File: src/rtl/hmm_obs_source.sv
// hmm_obs_source: draws a hidden-state path and an observation sequence from
// an HMM described by cumulative-probability threshold tables, then streams
// the observations with the same start/obs_valid/obs_in handshake that
// viterbi_top consumes. The true hidden path is exported for comparison
// against the decoder's output.
//
// Randomness comes from a 16-bit Galois LFSR (taps 16'hB400). A draw picks
// the smallest index j whose threshold is >= the current LFSR value; the
// last index is the fallback. The LFSR steps once per state draw and once
// per symbol draw, so two steps per observation.
//
// Every output is registered. Each output therefore reflects the state the
// FSM was in during the previous cycle. This gives the latencies below:
//   - go accepted at edge e: the first obs_valid is high after edge e+3.
//   - One observation takes 3+GAP cycles.
//   - done rises GAP+1 cycles after the last obs_valid.
module hmm_obs_source #(
  parameter int unsigned N    = 8,
  parameter int unsigned I    = 3,
  parameter int unsigned K    = 3,
  parameter logic [15:0] SEED = 16'hACE1,
  parameter int unsigned GAP  = 1,
  localparam int unsigned SN  = $clog2(N),
  localparam int unsigned SI  = $clog2(I),
  localparam int unsigned SK  = $clog2(K)
) (
  input  logic              clk,
  input  logic              rst_n,
  input  logic              go,
  input  logic [SN-1:0]     length,
  input  logic [I*16-1:0]   cumC,
  input  logic [I*I*16-1:0] cumA,
  input  logic [I*K*16-1:0] cumB,
  output logic              start,
  output logic [SK-1:0]     obs_in,
  output logic              obs_valid,
  output logic [N*SI-1:0]   true_path,
  output logic              busy,
  output logic              done
);

  // An all-zero LFSR would lock up, so a zero seed falls back to the default.
  localparam logic [15:0] SEED_EFF = (SEED == 16'h0000) ? 16'hACE1 : SEED;
  localparam logic [15:0] TAPS     = 16'hB400;

  // The gap is at least one cycle, so EMIT never runs back to back.
  localparam int unsigned GAP_EFF  = (GAP < 1) ? 1 : GAP;
  localparam int unsigned GW       = (GAP_EFF > 1) ? $clog2(GAP_EFF) : 1;
  localparam logic [GW-1:0] GAP_LAST = GW'(GAP_EFF - 1);

  localparam logic [2:0] S_IDLE   = 3'd0;
  localparam logic [2:0] S_SAMP_S = 3'd1;
  localparam logic [2:0] S_SAMP_O = 3'd2;
  localparam logic [2:0] S_EMIT   = 3'd3;
  localparam logic [2:0] S_GAPW   = 3'd4;
  localparam logic [2:0] S_FIN    = 3'd5;

  logic [2:0]      state_q,     state_d;
  logic [15:0]     lfsr_q,      lfsr_d;
  logic [SN-1:0]   len_q,       len_d;
  logic [SN-1:0]   t_q,         t_d;
  logic [SI-1:0]   prev_q,      prev_d;
  logic [SK-1:0]   obs_q,       obs_d;
  logic [GW-1:0]   gap_q,       gap_d;
  logic            start_q,     start_d;
  logic [SK-1:0]   obs_in_q,    obs_in_d;
  logic            obs_valid_q, obs_valid_d;
  logic [N*SI-1:0] path_q,      path_d;
  logic            busy_q,      busy_d;
  logic            done_q,      done_d;

  logic [15:0]     lfsr_step;
  logic [I*16-1:0] s_row;
  logic [K*16-1:0] o_row;
  logic [SI-1:0]   s_pick;
  logic [SK-1:0]   o_pick;
  logic            last_obs;

  // Pick the smallest state index whose threshold covers u.
  // Scanning downward leaves the lowest match as the final result.
  function automatic logic [SI-1:0] pick_state(input logic [I*16-1:0] row,
                                               input logic [15:0]   u);
    logic [SI-1:0] sel;
    sel = SI'(I - 1);
    for (int j = int'(I) - 1; j >= 0; j--) begin
      if (u <= row[16*j +: 16]) sel = SI'(j);
    end
    return sel;
  endfunction

  // Same selection rule, applied to one row of the emission table.
  function automatic logic [SK-1:0] pick_sym(input logic [K*16-1:0] row,
                                             input logic [15:0]   u);
    logic [SK-1:0] sel;
    sel = SK'(K - 1);
    for (int j = int'(K) - 1; j >= 0; j--) begin
      if (u <= row[16*j +: 16]) sel = SK'(j);
    end
    return sel;
  endfunction

  // Galois right-shift step; applied only in the two sampling states.
  always_comb begin
    lfsr_step = lfsr_q[0] ? ((lfsr_q >> 1) ^ TAPS) : (lfsr_q >> 1);
  end

  // Row selection and table lookups for both draws, using the current LFSR value.
  always_comb begin
    s_row  = (t_q == '0) ? cumC : cumA[int'(prev_q)*int'(I)*16 +: I*16];
    o_row  = cumB[int'(prev_q)*int'(K)*16 +: K*16];
    s_pick = pick_state(s_row, lfsr_q);
    o_pick = pick_sym(o_row, lfsr_q);
    last_obs = ((SN+1)'(t_q) + (SN+1)'(1)) == (SN+1)'(len_q);
  end

  // Sequencer next-state logic.
  always_comb begin
    // NOTE: every _d is given its hold value first, so no path through
    // the case statement leaves a variable unassigned. Without this, the
    // tool would infer a latch.
    state_d     = state_q;
    lfsr_d      = lfsr_q;
    len_d       = len_q;
    t_d         = t_q;
    prev_d      = prev_q;
    obs_d       = obs_q;
    gap_d       = gap_q;
    obs_in_d    = obs_in_q;
    path_d      = path_q;
    busy_d      = busy_q;
    start_d     = 1'b0;
    obs_valid_d = 1'b0;
    done_d      = 1'b0;

    case (state_q)
      S_IDLE: begin
        if (go) begin
          path_d = '0;
          t_d    = '0;
          if (length != '0) begin
            len_d   = length;
            busy_d  = 1'b1;
            state_d = S_SAMP_S;
          end else begin
            state_d = S_FIN;
          end
        end
      end

      S_SAMP_S: begin
        path_d[int'(t_q)*int'(SI) +: SI] = s_pick;
        prev_d  = s_pick;
        lfsr_d  = lfsr_step;
        state_d = S_SAMP_O;
      end

      S_SAMP_O: begin
        obs_d   = o_pick;
        lfsr_d  = lfsr_step;
        state_d = S_EMIT;
      end

      S_EMIT: begin
        obs_valid_d = 1'b1;
        obs_in_d    = obs_q;
        start_d     = (t_q == '0);
        gap_d       = '0;
        state_d     = S_GAPW;
      end

      S_GAPW: begin
        if (gap_q == GAP_LAST) begin
          t_d     = t_q + 1'b1;
          state_d = last_obs ? S_FIN : S_SAMP_S;
        end else begin
          gap_d = gap_q + 1'b1;
        end
      end

      S_FIN: begin
        done_d  = 1'b1;
        busy_d  = 1'b0;
        state_d = S_IDLE;
      end

      default: state_d = S_IDLE;
    endcase
  end

  // State and output registers. Reset aborts a sequence at once.
  always_ff @(posedge clk or negedge rst_n) begin
    if (!rst_n) begin
      // NOTE: true_path is an ordinary flop vector, not a RAM. Because of
      // that it can be cleared asynchronously together with the rest of
      // the state.
      state_q     <= S_IDLE;
      lfsr_q      <= SEED_EFF;
      len_q       <= '0;
      t_q         <= '0;
      prev_q      <= '0;
      obs_q       <= '0;
      gap_q       <= '0;
      start_q     <= 1'b0;
      obs_in_q    <= '0;
      obs_valid_q <= 1'b0;
      path_q      <= '0;
      busy_q      <= 1'b0;
      done_q      <= 1'b0;
    end else begin
      // NOTE: non-blocking updates make every register see pre-edge values,
      // matching the flops that are built.
      state_q     <= state_d;
      lfsr_q      <= lfsr_d;
      len_q       <= len_d;
      t_q         <= t_d;
      prev_q      <= prev_d;
      obs_q       <= obs_d;
      gap_q       <= gap_d;
      start_q     <= start_d;
      obs_in_q    <= obs_in_d;
      obs_valid_q <= obs_valid_d;
      path_q      <= path_d;
      busy_q      <= busy_d;
      done_q      <= done_d;
    end
  end

  assign start     = start_q;
  assign obs_in    = obs_in_q;
  assign obs_valid = obs_valid_q;
  assign true_path = path_q;
  assign busy      = busy_q;
  assign done      = done_q;

endmodule
File: config.mk
export PLATFORM = sky130hd
export DESIGN_NAME = hmm_obs_source
export DESIGN_NICKNAME = d
export VERILOG_FILES = /design/src/rtl/hmm_obs_source.sv
export SDC_FILE = /design/constraint.sdc
export NUM_CORES = 1
export LEC_CHECK = 0
export ABC_AREA = 1
export BUFFER_PORTS_ARGS = -buffer_cell sky130_fd_sc_hd__buf_2
export CAP_MARGIN = 20
export CORE_AREA = 2 2 142 144
export CTS_CLUSTER_DIAMETER = 50
export DETAILED_ROUTE_END_ITERATION = 8
export DIE_AREA = 0 0 144 146
export GPL_TIMING_DRIVEN = 1
export SKIP_CTS_REPAIR_TIMING = 1
export SYNTH_ARGS = -nofsm -noshare
export SYNTH_HDL_FRONTEND = slang
export SYNTH_SLANG_ARGS = --single-unit
File: constraint.sdc
create_clock -name clk -period 2.75 [get_ports clk]
set_input_delay 0 -clock clk [delete_from_list [all_inputs] [get_ports clk]]
set_output_delay 0 -clock clk [all_outputs]
set_load 0.005 [all_outputs]
After elaboration in Yosys (flattened, before gate mapping) --
Index checks and enable logic that the tools add are counted.
Storage, ports and cells: register bits after elaboration 52, word-level logic and storage cells 74, input bits 342, output and inout port bits 22
Operators by class: multipliers 1, muxes and demuxes 25, shift-type cells 4, add/subtract/negate cells 4, bitwise operators 1, equal/unequal tests 9, reductions and logical operators 13, order comparisons 4
Operators with widths (number):
- $shiftx 144x9->32 | 2
- $le 16x16->1 | 4
- $neg 4->33 | 1
- $shift 2x33->16 const A | 1
- $shiftx 2x33->16 | 1
- $mux 16 | 2
- $mux 32 | 1
- $pmux 16 s2 | 1
- $mux 3 | 6
- $bwmux 16 | 1
- $pmux 3 s5 | 1
- $reduce_and 3->1 | 3
- $mux 2 | 4
- $reduce_bool 2->1 | 4
- $eq 3x2->1 const B | 2
- $eq 3x3->1 const B | 2
- $logic_not 3->1 | 2
- $mux 1 | 6
- $ne 2x2->1 const B | 3
- $pmux 3 s2 | 1
- $add 3x1->4 const B | 1
- $eq 4x3->1 | 1
- $mul 2x2->4 const B | 1
- $not 3->4 | 1
- 7 further kinds | 9

Depth between registers and ports, before layout --
Gate-level depths: netlist of the first run.
depth after elaboration 9, mapped depth 21, depth with buffers taken out 20

Least setup slack after synthesis of the first run --
Ideal clock, no wire load.
path type flip-flop to flip-flop, start reg t_q[0], end reg path_q[0], in the netlist true_path[0], setup time 74 ps, path slack 52 ps, cell stages (with the launch flop) 22, path buffers 2, clock period less this slack 2698 ps, data required time 2676 ps, arrival time 2624 ps, cell sequence dfrtp_1 -> inv_2 -> ha_1 -> ha_1 -> inv_2 -> buf_2 -> buf_1 -> a31oi_1 -> ha_1 -> inv_1 -> nand2_1 -> nand2_1 -> nand2_1 -> nand2_1 -> nand2_1 -> nand2_1 -> nand2_1 -> nand2_1 -> nand2_2 -> nor2_4 -> nand2_1 -> o21ai_2
On the way: word-level cells in the longest chain between the ends 8, elaborated cells on any way between the ends 11, those cells by class 1 x add/sub; 2 x order compare; 2 x shift; 5 x mux; 1 x reduce/logical
Ends and longest elaborated chain:
- start, declared | line 61 | logic [SN-1:0] t_q, t_d;
- start signal, assigned | line 215 | t_q <= t_d;
- $logic_not 3->1 | line 109 | s_row = (t_q == '0) ? cumC : cumA[int'(prev_q)*int'(I)*16 +: I*16];
- $mux 32 | line 109
- $le 16x16->1 | line 86 | if (u <= row[16*j +: 16]) sel = SI'(j);
- $mux 2 (2 in a row) | line 86
- $shiftx 2x33->16 | line 151 | path_d[int'(t_q)*int'(SI) +: SI] = s_pick;
- $bwmux 16 * | line 151
- $pmux 16 s2 * | line 135 | case (state_q)
- end signal, assigned | line 222 | path_q <= path_d;
- end, declared | line 68 | logic [N*SI-1:0] path_q, path_d;
Mark *: on every way between the ends. The rest lies on a longest branch, timed or not. A chain may end at the register's enable or synchronous reset.

Worst setup path after layout of the first run --
start reg prev_q[0], end reg path_q[1], in the netlist true_path[1]
On the way: word-level cells in the longest chain between the ends 9, elaborated cells on any way between the ends 10, those cells by class 1 x mul; 2 x order compare; 2 x shift; 5 x mux
Ends and longest elaborated chain:
- start, declared | line 62 | logic [SI-1:0] prev_q, prev_d;
- start signal, assigned | line 216 | prev_q <= prev_d;
- $mul 2x2->4 * | line 109
- $shiftx 144x9->32 * | line 109
- $mux 32 * | line 109
- $le 16x16->1 | line 86
- $mux 2 | line 86
- $mux 2 * | line 86
- $shiftx 2x33->16 * | line 151
- $bwmux 16 * | line 151
- $pmux 16 s2 * | line 135
Marked as above.

==> flow_metrics.tcl, run 1 <==
set metrics [dict create \
    status "complete, but fails checks" \
    violations "hold timing" \
    hold_class "primary input to flip-flop" \
    synth_xor_area_share_pct 1.00 \
    drcViolationCount 0 \
    num_rows 51 \
    power_switching_w 0.00375 \
    port_buffers 251 \
    synth_seq_cells 51 \
    critPathRequiredTime_ps 2970 \
    synth-main-ff-cell "dfrtp_1" \
    grt_use_total_pct 17.4 \
    pre_cts_ws_ps -12.9 \
    finalMaxSlewViolations 0 \
    final_layout_size_suffix_gt1_share_pct 35.6 \
    switching_share_pct 49.6 \
    cts_made_buffers 5 \
    synthArstFlopShare_pct 100 \
    skew_ps 11.0 \
    io_pins 364 \
    pwr-share-comb_pct 72.4 \
    drtAntennaViolNets 0 \
    fmax_mhz 365 \
    start_util_pct 27.1 \
    whs_ps -15.8 \
    totalWireLength_mm 20.2 \
    clockPowerShare_pct 8.6 \
    synth_top_family_by_area "compound AO/OA/AOI/OAI gates" \
    path_clk_slew_ps 70 \
    antenna_found_initial 1 \
    gp_congestion 0.798 \
    placed_area_um2 6990 \
    peakVddDrop_v 0.000367 \
    design_area_um2 7460 \
    h-tree-depth 2 \
    clock_path_buffers 2 \
    die_area_um2 21000 \
    synthMuxAreaShare_pct 2.15 \
    syn_inst 745 \
    clockRootBuffer "clkbuf_16" \
    wl_per_cell_um 15.7 \
    synth-simple-area-share_pct 23.9 \
    fp.dieH_um 146 \
    maxCapViolCount 0 \
    die_x_um 144 \
    crit_fanout 16 \
    grt_setup_unrepaired "yes" \
    setup_viol 0 \
    setup_ws_ps 12.7 \
    finalHoldViolCount 2 \
    leakagePower_nw 3.77 \
    post-route-period-util_pct 99.5 \
    avgSynthCellArea_um2 7.03 \
    crit_type "flip-flop to flip-flop" \
    synth-compound-area-share_pct 25.6 \
    clkLatencyLatePin_ps 300 \
    vias 6236 \
    synth_edf_count 0 \
    cts_sinks 51 \
    p_int_w 0.00381 \
    syn_to_final_growth_pct 42.4 \
    crit_arrival_ps 2960 \
    cp-end-kind "flip-flop" \
    syn_area_um2 5240 \
    grt_max_degree 37 \
    place_hpwl_mm 15.8 \
    max_slew.worst_pin.slew_ps 462 \
    nNetsFinal 1427 \
    grt_pass1_wl_mm 29.0 \
    gr-total-overflow 0 \
    finalCriticalPeriod_ps 2740 \
    powerDensity_nw_per_um2 1010 \
    dr.pass1.iters 5 \
    slew_headroom_pct 69.1 \
    start_kind "flip-flop" \
    drt_iter0_drc 360 \
    post_drt_via_cell_ratio 4.85 \
    yosysWarnings 0 \
    syn-num-nets 1154 \
    core_um2 19300 \
    pwr-share-seq_pct 19.0 \
    nFillCells 2062 \
    tritoncts "done" \
    synth_fa_ha_area_share_pct 16.0 \
    ys_seq_area_share_pct 24.6 \
    grt_pass1_vias 5831 \
    synth_cell_type_count 37 \
]
-- cells in the final DEF (no fill, tap or decap), types with 3 or more instances in the layout --
| cell type | instances |
|---|---|
| a21oi_1 | 39 |
| a2bb2oi_1 | 29 |
| buf_12 | 7 |
| buf_2 | 251 |
| buf_4 | 40 |
| clkbuf_16 | 9 |
| dfrtp_1 | 42 |
| dfstp_2 | 8 |
| ha_1 | 65 |
| inv_1 | 42 |
| inv_2 | 5 |
| mux2_2 | 8 |
| nand2_1 | 131 |
| nand2_2 | 10 |
| nand3_1 | 16 |
| nand4_1 | 17 |
| nor2_1 | 106 |
| nor2_4 | 3 |
| nor3_1 | 5 |
| nor3_2 | 3 |
| o211ai_1 | 30 |
| o21ai_0 | 92 |
| o21ai_1 | 22 |
| o21ai_2 | 4 |
| xnor2_1 | 5 |
-- metrics by stage --
stage	TNS (ps)	instances	total power, W	hold slack (ps)	utilization, %
finish	0	1286	0.00756	-15.8	38.6
global placement	0	1256	0.00641	-16.9	36.2
global route	-1950	1285	0.00842	15.3	38.6
detailed placement	-37.5	1256	0.00652	-15.2	36.2
floorplan	0	745	0.00485	-296	-
CTS	-233	1264	0.00720	-341	37.0
-- final timing paths --
path	start	end	slack (ps)	cells past startpoint
worst min-delay path	length[0]	len_q[0]$_DFFE_PN0P_	-20	3
worst max-delay path	prev_q[0]$_DFFE_PN0P_	true_path[1]$_DFFE_PN0P_	10	18
worst min register to register	true_path[14]$_DFFE_PN0P_	true_path[14]$_DFFE_PN0P_	470	2
min in group asynchronous	rst_n	true_path[11]$_DFFE_PN0P_	190	2
worst max register to register	prev_q[0]$_DFFE_PN0P_	true_path[1]$_DFFE_PN0P_	10	18
max in group asynchronous	rst_n	lfsr_q[7]$_DFFE_PN1P_	1860	3
-- power by group through the flow --
stage	Clock, W	Combinational, W	Sequential, W
finish	0.000649	0.00547	0.00144
global route	0.000686	0.00625	0.00148
CTS	0.000666	0.00509	0.00144
detailed placement	0	0.00507	0.00146
global placement	0	0.00496	0.00145
floorplan	0	0.00359	0.00126
-- registers in the layout, summed over array words and instances (netlist names) --
name	cells
busy	1
done	1
len_q	3
lfsr_q	16
obs_in	2
obs_q	2
obs_valid	1
prev_q	2
start	1
state_q	3
t_q	3
true_path	16
-- cell usage after synthesis (16+ instances only) --
cell type  number  area [µm²]
a21oi_1        40         200
a2bb2oi_1      30         263
clkbuf_1       23        86.3
dfrtp_1        43        1080
ha_1           67         838
inv_1          44         165
nand2_1       137         514
nand3_1        16        80.1
nand4_1        17         106
nor2_1        108         405
o211ai_1       30         225
o21ai_0       103         515
-- critical path, cell delays in order (launching register included) --
cell and delay [ps]:
dfrtp_2 490, buf_12 180, buf_4 120, o21ai_0 90, o211ai_1 280, o21ai_0 180
ha_1 330, nand2_1 60, inv_1 60, nand2_1 50, nand2_1 50, nand2_1 60
nand2_2 70, nand2_2 60, nand2_2 60, nand2_2 60, nor2_4 200, nand2_2 110
o21ai_2 120
-- cell type report --
class	count	area [µm²]	area share (%)
flip-flops and latches	51	1290	17.3
multi-input cells	606	3660	49.1
inverters	50	200	2.68
diodes	2	5.00	0.0671
clock buffers	6	139	1.86
well taps	265	332	4.44
clock inverters	2	16.3	0.218
repair buffers	304	1820	24.4
-- metal layers --
metal / routed length [µm] / vias to the layer above / global-route usage (%)
met3: 1320 / 18 / 2.37
li1: - / 3147 / -
met2: 9560 / 239 / 30.9
met4: 288 / 0 / 3.09
met1: 9000 / 2832 / 22.6
met5: 0 / - / 0
-- logic make-up after synthesis --
group	Yosys count
AOI/OAI and AO/OA	226
DFF	51
adders and majority gates	67
buffers and inverters	88
and+or+nand+nor	297
xor gates and xnor gates	6
muxes	10
No activity file was read; power rests on OpenSTA's default activity.
==> inputs of run 2 (changes only) <==
Settings changed: PLACE_DENSITY from default to 0.59.
==> run 2 against run 1 <==
Compared with the run above:
- the run ends with hold timing, setup timing left
- core utilization is 0.58 points higher
- sequential share of layout area shrank 0.25 points
- cell count rose by 0.23%
- global-route usage up 0.39 points
- die area is the same
- flip-flop and latch count is the same
- clock skew about the same
- combinational power rose by 3%
- non-clock buffer count up 2
- worst setup slack lost 17 ps
- first-iteration DRC count fell by 20%
- hold slack lost 9.7 ps
- highest routed layer is now met5
==> flow_metrics.tcl, run 2 (same netlist as run 1, synthesis figures left out) <==
set metrics [dict create \
    finalMaxSlewViolations 0 \
    nNetsFinal 1429 \
    setup_ws_ps -4.02 \
    critPathRequiredTime_ps 2980 \
    powerDensity_nw_per_um2 1020 \
    grt_setup_unrepaired "yes" \
    peakVddDrop_v 0.000433 \
    fmax_mhz 363 \
    totalWireLength_mm 20.2 \
    cts_made_buffers 5 \
    nFillCells 2052 \
    dr.pass1.iters 4 \
    core_um2 19300 \
    clock_path_buffers 2 \
    num_rows 51 \
    gp_congestion 0.849 \
    final_layout_size_suffix_gt1_share_pct 36.4 \
    place_hpwl_mm 16.0 \
    clkLatencyLatePin_ps 300 \
    slew_headroom_pct 63.9 \
    setup_tns_ps -4.02 \
    total_power_w 0.00773 \
    final_util_pct 39.2 \
    max_slew.worst_pin.slew_ps 542 \
    h-tree-depth 2 \
    crit_chain "inv_4 -> buf_12 -> nor2_4 -> buf_12 -> buf_12 -> clkbuf_16 -> nand2_1 -> o211ai_1 -> o21ai_1 -> ha_1 -> a21oi_2 -> nor2_1 -> nor2_1 -> nand2_2 -> nand2_2 -> a21oi_2 -> nor2_4 -> buf_12 -> nand2_1 -> o21ai_1" \
    clockRootBuffer "clkbuf_16" \
    hold_class "primary input to flip-flop" \
    crit_type "flip-flop to flip-flop" \
    mostFrequentLayoutCells "buf_2 (252), nand2_1 (129), nor2_1 (106)" \
    violations "hold timing, setup timing" \
    drtAntennaViolNets 0 \
    finalCriticalPeriod_ps 2750 \
    start_kind "flip-flop" \
    grt_use_total_pct 17.8 \
    drt_iter0_drc 289 \
    crit_fanout 7 \
    grt_pass1_wl_mm 29.3 \
    cts_sinks 51 \
    antenna_found_initial 4 \
    maxCapViolCount 0 \
    post_drt_via_cell_ratio 4.75 \
    leakagePower_nw 3.80 \
    fp.dieH_um 146 \
    whs_ps -25.5 \
    slowest_stage "dfrtp_1" \
    port_buffers 251 \
    syn_to_final_growth_pct 44.5 \
    crit_arrival_ps 2980 \
    die_area_um2 21000 \
    grt_max_degree 31 \
    post-route-period-util_pct 100 \
    setup_viol 1 \
    seq_area_um2 1290 \
    cpMostUsedCell "buf_12" \
    status "complete, but fails checks" \
    finalHoldViolCount 4 \
    grt_pass1_vias 5727 \
    pre_cts_ws_ps -38.6 \
    cp-end-kind "flip-flop" \
    final_common_cell "buf_2" \
    vias 6124 \
    gr-total-overflow 0 \
    critPathMaxStageDelay_ps 410 \
    drcViolationCount 0 \
    multi_input_area_um2 3690 \
    start_util_pct 27.1 \
    skew_ps 11.2 \
    wl_per_cell_um 15.7 \
    path_clk_slew_ps 70 \
    die_x_um 144 \
    io_pins 364 \
    tritoncts "done" \
]
==> run 2: layout make-up <==
type,count,area share [%]
repair buffers,306,25.0
multi-input cells,606,48.8
flip-flops and latches,51,17.0
diodes,3,0.0991
inverters,50,2.64
clock inverters,2,0.215
clock buffers,6,1.83
well taps,265,4.38
==> run 2: path summary, 6_finish.rpt <==
kind	from	end	slack (ps)	cells past startpoint
max	prev_q[1]$_DFFE_PN0P_	true_path[8]$_DFFE_PN0P_	-4	20
min	length[1]	len_q[1]$_DFFE_PN0P_	-30	3
max reg2reg	prev_q[1]$_DFFE_PN0P_	true_path[8]$_DFFE_PN0P_	-4	20
min reg2reg	state_q[1]$_DFFE_PN0P_	done$_DFF_PN0_	490	1
max in group asynchronous	rst_n	lfsr_q[10]$_DFFE_PN1P_	1830	3
min in group asynchronous	rst_n	true_path[10]$_DFFE_PN0P_	220	2
==> run 2: where the power goes <==
part | internal [W] | leakage, nW | switching, W
logic | 0.00253 | 3.09 | 0.00310
registers | 0.00104 | 0.641 | 0.000397
clock network | 0.000364 | 0.0731 | 0.000288
==> run 2: per-layer routing <==
layer	up-vias	track usage, %	routed length [µm]
met5	-	0	26
li1	3155	-	-
met4	4	3.04	246
met2	190	31.7	9780
met3	17	2.80	1230
met1	2758	22.8	8940
==> run 2: metrics by stage <==
stage | cell area, µm² | std cells
finish | 7570 | 1289
global route | 7570 | 1287
CTS | 7130 | 1262
detailed placement | 6980 | 1254
global placement | 6980 | 1254
floorplan | 5240 | 745
==> run 2: worst max-delay path, delay by kind of cell, from the launching register on <==
kind,cells,cell delay [ps]
simple gates,8,710
compound gates,5,540
flops,1,410
buf+inv,6,690
fa+ha+maj,1,320
